--- config.mk ---
export PLATFORM = sky130hd
export DESIGN_NAME = monolith_axis_chunk_streamer
export DESIGN_NICKNAME = d
export VERILOG_FILES = /design/src/rtl/monolith_axis_pkg.sv /design/src/rtl/monolith_axis_out_reg.sv /design/src/rtl/monolith_axis_chunk_streamer.sv
export SDC_FILE = /design/constraint.sdc
export NUM_CORES = 2
export LEC_CHECK = 0
export CORE_UTILIZATION = 55
export CTS_CLUSTER_SIZE = 16
export DETAILED_ROUTE_END_ITERATION = 10
export DONT_BUFFER_PORTS = 1
export HOLD_SLACK_MARGIN = 0.02
export PLACE_DENSITY_LB_ADDON = 0.3
export SLEW_MARGIN = 20
export SYNTH_ARGS = -nofsm -noshare
export SYNTH_HDL_FRONTEND = slang
export SYNTH_HIERARCHICAL = 1
export SYNTH_SLANG_ARGS = --single-unit
--- constraint.sdc ---
create_clock -name M_AXIS_ACLK -period 17.4 [get_ports M_AXIS_ACLK]
set_clock_uncertainty 0.1 [all_clocks]
set_input_delay 3.48 -clock M_AXIS_ACLK [delete_from_list [all_inputs] [get_ports M_AXIS_ACLK]]
set_output_delay 3.48 -clock M_AXIS_ACLK [all_outputs]
set_load 0.05 [all_outputs]
--- src/rtl/monolith_axis_pkg.sv ---
// monolith_axis_pkg: shared pointer type, derived widths and configuration checks for the chunk streamer
package monolith_axis_pkg;

    // Pointers carry a generous index field; only the low bits meaningful for the build are used
    localparam int PTR_IDX_W = 16;

    typedef struct packed {
        logic                 wrap;
        logic [PTR_IDX_W-1:0] idx;
    } ptr_t;

    function automatic int idx_w(input int n);
        return $clog2(n);
    endfunction

    function automatic int nw_words(input int cs, input int cc);
        return cs * cc;
    endfunction

    function automatic int wr_ptr_w(input int cc);
        return $clog2(cc) + 1;
    endfunction

    function automatic int rd_ptr_w(input int cs, input int cc);
        return $clog2(nw_words(cs, cc)) + 1;
    endfunction

    function automatic int fill_w(input int cs, input int cc);
        return $clog2(nw_words(cs, cc) + 1) + 1;
    endfunction

    function automatic bit is_pow2(input int n);
        return (n >= 2) && ((n & (n - 1)) == 0);
    endfunction

    function automatic bit cfg_ok(input int w, input int cs, input int cc);
        return is_pow2(cs) && is_pow2(cc) && (w > 0) && (w % 8 == 0)
            && (rd_ptr_w(cs, cc) <= PTR_IDX_W + 1) && (wr_ptr_w(cc) <= PTR_IDX_W + 1);
    endfunction

    // Advance a pointer, toggling the wrap bit when the index passes its last slot
    function automatic ptr_t ptr_inc(input ptr_t p, input int last);
        ptr_t r;
        r = p;
        if (p.idx == PTR_IDX_W'(last)) begin
            r.idx  = '0;
            r.wrap = ~p.wrap;
        end else begin
            r.idx = p.idx + 1'b1;
        end
        return r;
    endfunction

endpackage

--- src/rtl/monolith_axis_out_reg.sv ---
// monolith_axis_out_reg: single-stage AXI4-Stream output register with packet framing (TLAST every N chunks)
module monolith_axis_out_reg import monolith_axis_pkg::*; #(
    parameter int W   = 32,
    parameter int CS  = 16,
    parameter int PCW = 8
) (
    input  logic           clk,
    input  logic           rst_n,
    input  logic           flush,
    input  logic           empty,
    input  logic [W-1:0]   data,
    input  logic [PCW-1:0] packet_chunks,
    input  logic           tready,
    output logic           pop,
    output logic           tvalid,
    output logic [W-1:0]   tdata,
    output logic           tlast
);

    localparam int CSW = idx_w(CS);
    localparam int LW  = PCW + CSW;

    logic [LW-1:0]  word_cnt;
    logic [LW-1:0]  len_q;
    logic [LW-1:0]  len_cur;
    logic [PCW-1:0] chunks;
    logic           at_end;

    assign pop     = !empty && (!tvalid || tready) && !flush;
    assign chunks  = (packet_chunks == '0) ? PCW'(1) : packet_chunks;
    // A fresh packet takes its length from the live input; later words use the latched copy
    assign len_cur = (word_cnt == '0) ? (LW'(chunks) << CSW) : len_q;
    assign at_end  = (word_cnt == len_cur - 1'b1);

    // Load the next word whenever the register is free or being drained; hold it during stalls
    always_ff @(posedge clk or negedge rst_n) begin
        if (!rst_n) begin
            tvalid   <= 1'b0;
            tdata    <= '0;
            tlast    <= 1'b0;
            word_cnt <= '0;
            len_q    <= '0;
        end else if (flush) begin
            tvalid   <= 1'b0;
            tdata    <= '0;
            tlast    <= 1'b0;
            word_cnt <= '0;
            len_q    <= '0;
        end else if (pop) begin
            tvalid   <= 1'b1;
            tdata    <= data;
            tlast    <= at_end;
            word_cnt <= at_end ? '0 : word_cnt + 1'b1;
            len_q    <= len_cur;
        end else if (tready) begin
            tvalid   <= 1'b0;
            tlast    <= 1'b0;
        end
    end

endmodule

--- src/rtl/monolith_axis_chunk_streamer.sv ---
// monolith_axis_chunk_streamer: chunk-in / word-out AXI4-Stream master buffer; MONOLITH_AXIS_PKT_CNT_EN adds pkt_count
module monolith_axis_chunk_streamer import monolith_axis_pkg::*; #(
    parameter int C_M_AXIS_TDATA_WIDTH = 32,
    parameter int FIFO_CHUNK_SIZE      = 16,
    parameter int FIFO_CHUNK_COUNT     = 4,
    parameter int PKT_CHUNKS_W         = 8
) (
    input  logic                                              M_AXIS_ACLK,
    input  logic                                              M_AXIS_ARESETN,
    input  logic [C_M_AXIS_TDATA_WIDTH-1:0]                   chunk_in [FIFO_CHUNK_SIZE],
    input  logic                                              chunk_valid,
    output logic                                              chunk_ready,
    input  logic [PKT_CHUNKS_W-1:0]                           packet_chunks,
    input  logic                                              flush,
`ifdef MONOLITH_AXIS_PKT_CNT_EN
    output logic [31:0]                                       pkt_count,
`endif
    output logic [fill_w(FIFO_CHUNK_SIZE, FIFO_CHUNK_COUNT)-1:0] fill_words,
    output logic                                              M_AXIS_TVALID,
    output logic [C_M_AXIS_TDATA_WIDTH-1:0]                   M_AXIS_TDATA,
    output logic [C_M_AXIS_TDATA_WIDTH/8-1:0]                 M_AXIS_TSTRB,
    output logic                                              M_AXIS_TLAST,
    input  logic                                              M_AXIS_TREADY
);

    localparam int W   = C_M_AXIS_TDATA_WIDTH;
    localparam int CS  = FIFO_CHUNK_SIZE;
    localparam int CC  = FIFO_CHUNK_COUNT;
    localparam int NW  = nw_words(CS, CC);
    localparam int CSW = idx_w(CS);
    localparam int CW  = idx_w(CC);
    localparam int AW  = idx_w(NW);
    localparam int FW  = fill_w(CS, CC);

    if (!cfg_ok(W, CS, CC)) begin : g_bad_cfg
        $error("monolith_axis_chunk_streamer: sizes must be powers of two >= 2 and width a multiple of 8");
    end

    logic [W-1:0] mem [CC][CS];
    ptr_t         wr;
    ptr_t         rd;
    logic         full;
    logic         empty;
    logic         accept;
    logic         pop;
    logic         beat;

    // The read pointer counts words, so its chunk index is the word index without the in-chunk bits
    assign full         = (wr.wrap != rd.wrap) && (wr.idx == (rd.idx >> CSW));
    assign empty        = (wr.wrap == rd.wrap) && (rd.idx == (wr.idx << CSW));
    assign chunk_ready  = !full && !flush;
    assign accept       = chunk_valid && chunk_ready;
    assign beat         = M_AXIS_TVALID && M_AXIS_TREADY;
    assign M_AXIS_TSTRB = '1;

    // Whole chunk lands in its slot in one cycle
    always_ff @(posedge M_AXIS_ACLK) begin
        if (accept) mem[wr.idx[CW-1:0]] <= chunk_in;
    end

    // Pointers and occupancy; flush overrides any simultaneous write or drain
    always_ff @(posedge M_AXIS_ACLK or negedge M_AXIS_ARESETN) begin
        if (!M_AXIS_ARESETN) begin
            wr         <= '0;
            rd         <= '0;
            fill_words <= '0;
        end else if (flush) begin
            wr         <= '0;
            rd         <= '0;
            fill_words <= '0;
        end else begin
            if (accept) wr <= ptr_inc(wr, CC - 1);
            if (pop) rd <= ptr_inc(rd, NW - 1);
            fill_words <= fill_words + (accept ? FW'(CS) : '0) - FW'(beat);
        end
    end

`ifdef MONOLITH_AXIS_PKT_CNT_EN
    // Completed packets, counted on the handshake of each TLAST beat
    always_ff @(posedge M_AXIS_ACLK or negedge M_AXIS_ARESETN) begin
        if (!M_AXIS_ARESETN) pkt_count <= '0;
        else if (flush) pkt_count <= '0;
        else if (beat && M_AXIS_TLAST) pkt_count <= pkt_count + 1'b1;
    end
`endif

    monolith_axis_out_reg #(
        .W   (W),
        .CS  (CS),
        .PCW (PKT_CHUNKS_W)
    ) u_out (
        .clk           (M_AXIS_ACLK),
        .rst_n         (M_AXIS_ARESETN),
        .flush         (flush),
        .empty         (empty),
        .data          (mem[rd.idx[AW-1:CSW]][rd.idx[CSW-1:0]]),
        .packet_chunks (packet_chunks),
        .tready        (M_AXIS_TREADY),
        .pop           (pop),
        .tvalid        (M_AXIS_TVALID),
        .tdata         (M_AXIS_TDATA),
        .tlast         (M_AXIS_TLAST)
    );

endmodule

==> metrics <==
outcome complete, no violations; post-synthesis async set-or-reset flop share about 4.7%; final worst path period share a little under half; number of buffers inserted by hold repair at cts 0; Die Y between 300 and 400 um; residual DRC count 0; worst path required time between 10,000 and 15,000 ps; dominant delay contributor by cell family on the critical path compound AO/OA/AOI/OAI gates; Die Footprint around 0.15 mm^2; Placement Rows about 140; clock latency at the later pin of the worst-skew pair 850 ps; initial detailed-routing violation count 3,625; arrival time reported for the critical path endpoint 4270 ps; number of unique standard cell types used by synthesis 86; weighted congestion reported at the end of routability-driven placement around 0.84; Post-synth EDFFs roughly 2,000; type of origin of the critical path input port; Synth Area per Inst 21.0 um^2; Num Clock Sinks roughly 2,100; Reg clk slew, reported paths 70 ps; largest voltage drop on the vdd net 0.000122 V; Seq/Total Area, Yosys around three quarters; core area between 0.15 and 0.2 mm^2; PostCTS Resize Cnt 0; Clock Tree Root clkbuf_16; Crit Path Max Fanout 79; io pins 572; measured slew at the worst slew-check pin around 1200 ps; maximum number of pins on one net before global-route repair approximately 160; number of global-route vias before repair a little over 40,000; average wire per cell in the routed design approximately 32 um; sum of buffers and inverters on the critical path 1; die outline width between 300 and 400 um; setup repair bufs after CTS 0; min-delay worst type flip-flop to flip-flop; Final Routed Wirelength ~200,000 um; Slew headroom approximately 18%; number of synthesized register bits around 2,100; fmax between 100 and 150 MHz; total count of hold-check failures in the final report 0; sum of negative setup slack 0 ps; detailed-route via count 39,300; CTS tree done; minimum clock period after layout ~8000 ps; number of cells produced by synthesis a little under 4,000; Net count, final between 4,000 and 5,000; Critical Path, Cell by Cell clkinv_1, o41a_1; starting density of the core between 50% and 60%; predominant post-synthesis flop cell edfxtp_1; initial antenna violation count 11; number of max-slew violations in the final report 0; unrepaired setup endpoints after global routing false; Crit path largest cell delay 600 ps; static leakage around 28 nW; Yosys warning count 6; share of layout cells above drive strength 1 roughly 21%; global-route wire length before repair about 280,000 um; Crit Path Class input port to output pin; maximum clock insertion buffer count 3; Avg Vias per Cell ~6.3; count of filler cells inserted in the layout a little over 10,000; Worst Setup End Kind output pin; max-capacitance violation count 0; Area Overhead vs Synth 10.4%; slowest cell on the critical path o41a_1; number of detailed-route iterations in the first pass 5; hpwl dp around 120,000 um; Final Setup Violations 0; area of the multi-input gates 0.0179 mm^2; cell area power density between 100 and 150 mW/mm^2; worst slack at placement between 9000 and 10,000 ps; total standard cell area after synthesis 0.0833 mm^2; level count of the clock H-tree 4; Setup WS post-layout 9550 ps; Port Buffers 0; global-route usage over all layers 26.0%; number of nets with antenna violations after routing 0; storage element area 0.0640 mm^2; number of clock buffers inserted by TritonCTS approximately 210; overflow left after global routing 0
## cell usage in the layout, fill, tap and decap left out, types with 10 or more instances in the layout
| cell type | Yosys | layout |
|---|---|---|
| edfxtp_1 | 2048 | 2048 |
| mux4_2 | 490 | 490 |
| clkbuf_16 | 0 | 209 |
| nand2_1 | 189 | 185 |
| o22ai_1 | 137 | 137 |
| nor2_1 | 108 | 104 |
| dfrtp_1 | 100 | 95 |
| o21ai_0 | 60 | 60 |
| mux2i_1 | 58 | 58 |
| a21oi_1 | 56 | 55 |
| clkinv_1 | 1 | 55 |
| buf_4 | 36 | 53 |
| clkbuf_1 | 63 | 49 |
| nor3_1 | 42 | 42 |
| a22oi_1 | 39 | 39 |
| nand3_1 | 37 | 35 |
| a221oi_1 | 32 | 32 |
| inv_1 | 29 | 29 |
| clkinv_2 | 0 | 28 |
| xnor2_1 | 26 | 26 |
| nand2b_1 | 25 | 23 |
| bufinv_16 | 0 | 21 |
| o41a_1 | 18 | 18 |
| a311oi_1 | 18 | 18 |
| ha_1 | 17 | 17 |
| and3_1 | 20 | 16 |
| and2_1 | 13 | 13 |
| or3_1 | 13 | 13 |
| o31ai_1 | 13 | 13 |
| xor2_1 | 13 | 13 |
| a22o_1 | 11 | 11 |
| mux2_2 | 10 | 10 |
| nand4_1 | 10 | 10 |
| buf_12 | 11 | 10 |
## state kept, by name, indices dropped and copies added, names as in the netlist
| signal | count |
|---|---|
| wr | 17 |
| u_out/tdata | 32 |
| u_out/len_q | 12 |
| u_out/word_cnt | 12 |
| u_out/tvalid | 1 |
| mem | 2048 |
| fill_words | 8 |
| u_out/tlast | 1 |
| rd | 17 |
## path summary, 6_finish.rpt
kind                                    start                     endpoint  slack [ps]  cells past startpoint
hold / removal             wr[15]$_DFFE_PN0P_           wr[15]$_DFFE_PN0P_         390                      1
setup / recovery                        flush                  chunk_ready        9550                      2
hold reg to reg            wr[15]$_DFFE_PN0P_           wr[15]$_DFFE_PN0P_         390                      1
setup reg to reg            rd[4]$_DFFE_PN0P_  u_out/tdata[15]$_DFFE_PN0P_       11500                     11
max in group asynchronous      M_AXIS_ARESETN            rd[1]$_DFFE_PN0P_       14790                      0
min in group asynchronous      M_AXIS_ARESETN   u_out/len_q[4]$_DFFE_PN0P_        2210                      0
## routing by layer
layer	up-vias	part of all wire, %	track usage, %
met1	20800	38	33.6
met2	1522	49	41.8
met5	-	0.031	0
li1	16700	-	-
met3	280	10	9.27
met4	8	2.8	7.57
## layout make-up
cell class	instances	share of cell area [%]
sequential	2148	69.6
multi-input combinational	1563	19.5
clock buffer	261	5.93
tap	2016	2.74
clock inverter	129	1.49
timing repair buffer	63	0.650
inverter	31	0.126
antenna	2	0.00544
## cells by family (layout without fill, tap and decap cells)
group / Yosys count / in the layout / synth area share [%]
compound gates: 436 / 436 / 3.64
xor+xnor: 40 / 40 / 0.429
fa+ha+maj: 18 / 18 / 0.279
buf+inv: 253 / 484 / 1.83
flops: 2148 / 2148 / 76.8
mux: 558 / 558 / 14.1
other cells: 1 / 6 / 0.00450
simple gates: 507 / 507 / 2.95
## synth_stat cells, drive strengths merged (3+ instances only)
cell | n | share of area (%)
a211oi | 6 | 0.054
a21oi | 56 | 0.34
a221o | 3 | 0.036
a221oi | 32 | 0.34
a22o | 11 | 0.12
a22oi | 39 | 0.35
a311oi | 18 | 0.19
a31oi | 10 | 0.075
and2 | 14 | 0.11
and3 | 20 | 0.15
buf | 156 | 1.4
clkbuf | 66 | 0.30
dfrtp | 100 | 3.0
edfxtp | 2048 | 74
ha | 17 | 0.26
inv | 30 | 0.14
mux2 | 10 | 0.14
mux2i | 58 | 0.70
mux4 | 490 | 13
nand2 | 189 | 0.85
nand2b | 26 | 0.20
nand3 | 39 | 0.26
nand3b | 4 | 0.036
nand4 | 12 | 0.11
nor2 | 110 | 0.50
nor2b | 7 | 0.053
nor3 | 42 | 0.25
nor3b | 3 | 0.027
nor4 | 11 | 0.12
nor4b | 4 | 0.060
o211ai | 4 | 0.036
o21ai | 62 | 0.37
o221ai | 4 | 0.042
o22ai | 137 | 1.0
o31ai | 15 | 0.15
o32ai | 4 | 0.042
o41a | 18 | 0.24
or2 | 3 | 0.023
or3 | 15 | 0.12
or4 | 4 | 0.041
xnor2 | 27 | 0.29
xor2 | 13 | 0.14
## through the flow
stage | util (%) | std cells | hold slack (ps) | cell area, um^2 | power (mW)
floorplan | - | 3964 | 348 | 83400 | 6.56
global placement | 56.7 | 5821 | 373 | 85200 | 6.68
detailed placement | 56.7 | 5821 | 377 | 85200 | 6.69
CTS | 61.3 | 6211 | 386 | 92000 | 11.1
global route | 61.3 | 6211 | 437 | 92000 | 11.4
finish | 61.3 | 6213 | 395 | 92000 | 11.1
## power breakdown
| group | internal (mW) | switching, mW | total (mW) |
|---|---|---|---|
| combinational | 0.243 | 0.377 | 0.620 |
| sequential | 5.83 | 0.139 | 5.96 |
| clock | 2.55 | 1.93 | 4.47 |
Power figures use the tool's default switching activity.
